--- src/rtl/blocking_out_arbiter.sv ---
// Round-robin arbiter sharing one registered notify/sync output channel among N producers.
// A grant loads the selected word into the output register; the consumer's sync frees it.
module blocking_out_arbiter #(
   parameter  int N      = 4,
   parameter  int DATA_W = 32,
   localparam int IDX_W  = $clog2(N)
) (
   input  logic                  clk,
   input  logic                  rst,
   input  logic [N-1:0]          req_notify,
   input  logic [N*DATA_W-1:0]   req_data,
   output logic [N-1:0]          req_sync,
   output logic [DATA_W-1:0]     b_out,
   output logic                  b_out_notify,
   input  logic                  b_out_sync,
   output logic [IDX_W-1:0]      b_out_src,
   output logic [15:0]           xfer_cnt
);

   typedef enum logic [0:0] {
      ST_IDLE = 1'b0,
      ST_SEND = 1'b1
   } state_t;

   state_t              state_q, state_d;
   logic [IDX_W-1:0]    ptr_q, ptr_d;
   logic [DATA_W-1:0]   b_out_q, b_out_d;
   logic [IDX_W-1:0]    src_q, src_d;
   logic                vld_q, vld_d;
   logic [15:0]         cnt_q, cnt_d;

   logic [IDX_W-1:0]    sel_s;
   logic                found_s;
   logic                any_req_s;
   logic                load_s;

   // Index base+off reduced modulo N; off is always below N.
   function automatic logic [IDX_W-1:0] wrap_add(input logic [IDX_W-1:0] base, input int off);
      int sum;
      sum = int'(base) + off;
      if (sum >= N) begin
         sum = sum - N;
      end else begin
         sum = sum;
      end
      return IDX_W'(sum);
   endfunction

   function automatic logic [N-1:0] onehot(input logic [IDX_W-1:0] idx);
      return {{(N-1){1'b0}}, 1'b1} << idx;
   endfunction

   // Round-robin search from the pointer for the first requester offering a word.
   always_comb begin
      sel_s   = ptr_q;
      found_s = 1'b0;
      for (int k = 0; k < N; k++) begin
         if (!found_s && req_notify[wrap_add(ptr_q, k)]) begin
            sel_s   = wrap_add(ptr_q, k);
            found_s = 1'b1;
         end else begin
            found_s = found_s;
         end
      end
   end

   assign any_req_s = |req_notify;

   // Load decision; suppressed during reset so no requester believes its word was taken.
   always_comb begin
      load_s = 1'b0;
      case (state_q)
         ST_IDLE: load_s = any_req_s;
         ST_SEND: load_s = b_out_sync & any_req_s;
         default: load_s = 1'b0;
      endcase
      load_s = load_s & rst;
   end

   // Next-state, output-register and pointer update.
   always_comb begin
      state_d = state_q;
      ptr_d   = ptr_q;
      b_out_d = b_out_q;
      src_d   = src_q;
      vld_d   = vld_q;
      cnt_d   = (vld_q && b_out_sync) ? cnt_q + 16'd1 : cnt_q;
      case (state_q)
         ST_IDLE: begin
            state_d = ST_IDLE;
         end
         ST_SEND: begin
            if (b_out_sync) begin
               state_d = ST_IDLE;
               vld_d   = 1'b0;
            end else begin
               state_d = ST_SEND;
            end
         end
         default: begin
            state_d = ST_IDLE;
            vld_d   = 1'b0;
         end
      endcase
      if (load_s) begin
         state_d = ST_SEND;
         vld_d   = 1'b1;
         b_out_d = req_data[sel_s*DATA_W +: DATA_W];
         src_d   = sel_s;
         ptr_d   = (sel_s == IDX_W'(N-1)) ? '0 : sel_s + IDX_W'(1);
      end else begin
         ptr_d   = ptr_q;
      end
   end

   // State and output registers.
   always_ff @(posedge clk or negedge rst) begin
      if (!rst) begin
         state_q <= ST_IDLE;
         ptr_q   <= '0;
         b_out_q <= '0;
         src_q   <= '0;
         vld_q   <= 1'b0;
         cnt_q   <= 16'd0;
      end else begin
         state_q <= state_d;
         ptr_q   <= ptr_d;
         b_out_q <= b_out_d;
         src_q   <= src_d;
         vld_q   <= vld_d;
         cnt_q   <= cnt_d;
      end
   end

   assign req_sync     = load_s ? onehot(sel_s) : '0;
   assign b_out        = b_out_q;
   assign b_out_src    = src_q;
   assign b_out_notify = vld_q;
   assign xfer_cnt     = cnt_q;

endmodule

--- config.mk ---
export PLATFORM = sky130hd
export DESIGN_NAME = blocking_out_arbiter
export DESIGN_NICKNAME = d
export VERILOG_FILES = /design/src/rtl/blocking_out_arbiter.sv
export SDC_FILE = /design/constraint.sdc
export NUM_CORES = 1
export LEC_CHECK = 0
export ABC_AREA = 1
export BUFFER_PORTS_ARGS = -buffer_cell sky130_fd_sc_hd__buf_2
export CAP_MARGIN = 5
export CORE_MARGIN = 5
export CORE_UTILIZATION = 35
export CTS_CLUSTER_DIAMETER = 30
export DETAILED_ROUTE_END_ITERATION = 6
export PLACE_DENSITY = 0.64
export SYNTH_ARGS = -nofsm -noshare
export SYNTH_HDL_FRONTEND = slang
export SYNTH_SLANG_ARGS = --single-unit
--- constraint.sdc ---
create_clock -name clk -period 2.9 [get_ports clk]
set_clock_uncertainty 0.15 [all_clocks]
set_input_delay 0.58 -clock clk [delete_from_list [all_inputs] [get_ports clk]]
set_output_delay 0.58 -clock clk [all_outputs]
set_load 0.01 [all_outputs]
==> flow_summary_export.csv <==
group,metric,value,unit
yosys,synth_cells,634,
yosys,ys_seq_elements,54,
routing,wl,14000,um
critical_path,cpPeakStageDelay,470,ps
routing,first_pass_iters,7,
yosys,synth-main-ff-cell,"dfrtp_1",
yosys,synth_commonest_cells,"325 x nand2_1, 144 x nand3_1, 54 x dfrtp_1",
yosys,yosys.area_share.adder,0.00630,
yosys,synth_edf_count,0,
clock_tree,cts_buffer_depth,2,
power_and_ir_drop,p_per_area,1400,nW/um2
critical_path,critPathSlowestCell,"dfrtp_2",
place,portBuffers,189,
routing,via_count,4767,
timing,finalSetupViolCount,0,
status,status,"finished, final reports clean",
timing,slew_headroom,0.526,
critical_path,cp-end-kind,"output port",
finish,area_delta_synth_final,39.7,%
global_route,grt_use_total,0.191,
finish,num-fill-cells,1155,
clock_tree,cts_buffers,5,
power_and_ir_drop,vdd_ir_drop_max,0.773,mV
clock_tree,clk_pin_slew,80,ps
critical_path,crit_chain,"buf_6, nand2_2, nand2_2, nand2_4, nand2_8, nor2_8, nand2_2, nand2_2, nand3_1, nand2_4, buf_6, nand2_4, nor2_4, buf_6",
timing,fin_crit,2860,ps
timing,worst_slew_pin_slew,712,ps
place,gp_congestion,0.829,
yosys,postSynth.asyncResetShare,1.00,
timing,fin_crit_sh,0.987,
timing,drv_slew,0,
yosys,syn_avg_cell_area,6.27,um2
yosys,synth_top_area_frac,0.340,
finish,n_antenna_cell,0,
yosys,synth-simple-area-share,0.535,
floorplan,die_w,117,um
clock_tree,hold_buffers,0,
routing,wl_per_cell,14.5,um
global_route,grt_pass1_wl,21100,um
global_route,antenna_found_initial,0,
timing,fmax,349,MHz
hold_path,hold_class,"in -> async",
timing,hold_violations,0,
yosys,yosysMostFrequentCell,"nand2_1",
yosys,synth_cell_type_count,27,
floorplan,die_height,117,um
finish,fin_util,0.492,
finish,multiInputGateArea,2440,um2
finish,drive_above_1_share,0.334,
floorplan,io_pins,190,
global_route,grt_start_max_net_pins,55,
yosys,synth_top_area_cell,"dfrtp_1",
critical_path,crit_buf_inv,3,
global_route,grt_overflow,0,
timing,tns,0,ps
floorplan,start_util,0.352,
floorplan,core,11300,um2
finish,final_nets,961,
yosys,yosysWarnings,0,
critical_path,cp-start-kind,"flop",
floorplan,row_count,39,
finish,ff_latch_area,1350,um2
yosys,synth_fp_nets,771,
yosys,synthXorXnorAreaFrac,0.0265,
floorplan,die_area,13600,um2
yosys,yosysSeqAreaShare,0.340,
yosys,synth_mux_area_frac,0,
routing,first_iter_violations,424,
run,max_cap_violations,0,
critical_path,cp_common_cell,"nand2_2",
clock_tree,htree_num_levels,2,
place,dp_hpwl,9790,um
power_and_ir_drop,p_total,7.77,mW
timing,rsz0062_at_grt,"yes",
routing,drc,0,
critical_path,arrival,2130,ps
power_and_ir_drop,p_leak,3.38,nW
routing,ant_nets,0,
yosys,synthesis.area,3970,um2
critical_path,cp_top_family,"simple AND/OR/NAND/NOR gates",
yosys,synth_top_family_by_area,"simple AND/OR/NAND/NOR gates",
critical_path,worstSetupPathType,"reg -> out",
yosys,synth_area_leaders,"dfrtp_1 34%, nand2_1 31%, nand3_1 18%, buf_2 2.8%, buf_6 1.7%",
routing,vias_per_cell,4.93,
global_route,grt_pass1_vias,4295,
clock_tree,clock_latency,290,ps
clock_tree,clock-sinks,54,
clock_tree,clockRootBuffer,"clkbuf_16",
clock_tree,cts_tree,"yes",
critical_path,cp.required,2170,ps
yosys,synth-compound-area-share,0.00913,
critical_path,critical_path_peak_fanout,6,
[timing repair]
item | CTS | global route
endpoints found under the setup margin | 4 | 4
resized for setup | 15 | 37
endpoints found under the hold margin | 0 | 0
pin swaps | 8 | 19
cloned | 1 | 1
setup buffers | 9 | 8
[worst register-to-register path, stage by stage (launching register included)]
cell and delay [ps]:
dfrtp_2 470, buf_6 150, nand2_2 60, nand2_2 70
nand2_4 100, nand2_8 70, nor2_8 140, nand3_2 120
buf_4 150, buf_4 120, buf_4 120, buf_4 120
buf_4 240, nand3_1 150, nand2_1 60, nand2_1 60
nand2_1 50, nand2_1 50, nand2_1 40
[worst paths after layout]
path / from / endpoint / slack, ps / depth (start not counted)
max: ptr_q[0]$_DFFE_PN0P_ / req_sync[2] / 40 / 14
min: rst / state_q$_DFF_PN0_ / 310 / 2
min in group clk: xfer_cnt[15]$_DFFE_PN0P_ / xfer_cnt[15]$_DFFE_PN0P_ / 310 / 1
max in group asynchronous: rst / ptr_q[0]$_DFFE_PN0P_ / 1770 / 2
max reg2reg: ptr_q[0]$_DFFE_PN0P_ / b_out[22]$_DFFE_PN0P_ / 290 / 18
min reg2reg: xfer_cnt[15]$_DFFE_PN0P_ / xfer_cnt[15]$_DFFE_PN0P_ / 310 / 1
[logic make-up (layout without fill, tap and decap cells)]
family / Yosys count / count (layout)
flip-flops: 54 / 54
XOR/XNOR: 12 / 12
adder cells (fa/ha/maj): 2 / 2
AO/OA/AOI/OAI: 6 / 6
buffers and inverters: 63 / 253
AND/OR/NAND/NOR: 497 / 497
[registers in the layout, summed over array words and instances (netlist names)]
| register | flops |
|---|---|
| b_out | 32 |
| xfer_cnt | 16 |
| b_out_src | 2 |
| ptr_q | 2 |
| b_out_notify | 1 |
| state_q | 1 |
[through the flow]
step | setup slack (ps) | hold WS (ps) | instance area (um2) | cells
final | 38.0 | 309 | 5550 | 967
after global routing | -74.6 | 323 | 5550 | 967
after CTS | -7.49 | 318 | 5300 | 958
after detailed placement | 124 | 308 | 5020 | 941
after global placement | 158 | 306 | 5020 | 941
after floorplan | 274 | 134 | 3970 | 634
[cells in the final DEF, fill, tap and decap left out, types with 4 or more instances in the layout]
cell type,count
nand2_1,305
buf_2,188
nand3_1,143
dfrtp_1,52
buf_4,26
nand2_2,17
inv_1,17
nand2_4,10
nor2_1,7
xnor2_1,6
xor2_1,6
clkbuf_16,6
buf_12,5
buf_6,4
[power by group]
| group | internal [mW] | switching (mW) |
|---|---|---|
| Clock | 0.316 | 0.278 |
| Sequential | 1.04 | 0.194 |
| Combinational | 2.39 | 3.55 |
| Total | 3.75 | 4.02 |
[routing by layer]
metal	GRT usage	share of wire	wire length (um)
met5	0	0	0
met3	0.0244	0.069	968
met2	0.326	0.48	6690
met4	0.0344	0.0064	89
met1	0.264	0.45	6230
[layout make-up]
| cell class | instances | area share |
|---|---|---|
| timing repair buffer | 226 | 0.244 |
| inverter | 20 | 0.0149 |
| tap | 143 | 0.0322 |
| sequential | 54 | 0.244 |
| multi-input combinational | 517 | 0.440 |
| clock buffer | 5 | 0.0225 |
| clock inverter | 2 | 0.00271 |
No activity file was read; power rests on OpenSTA's default activity.
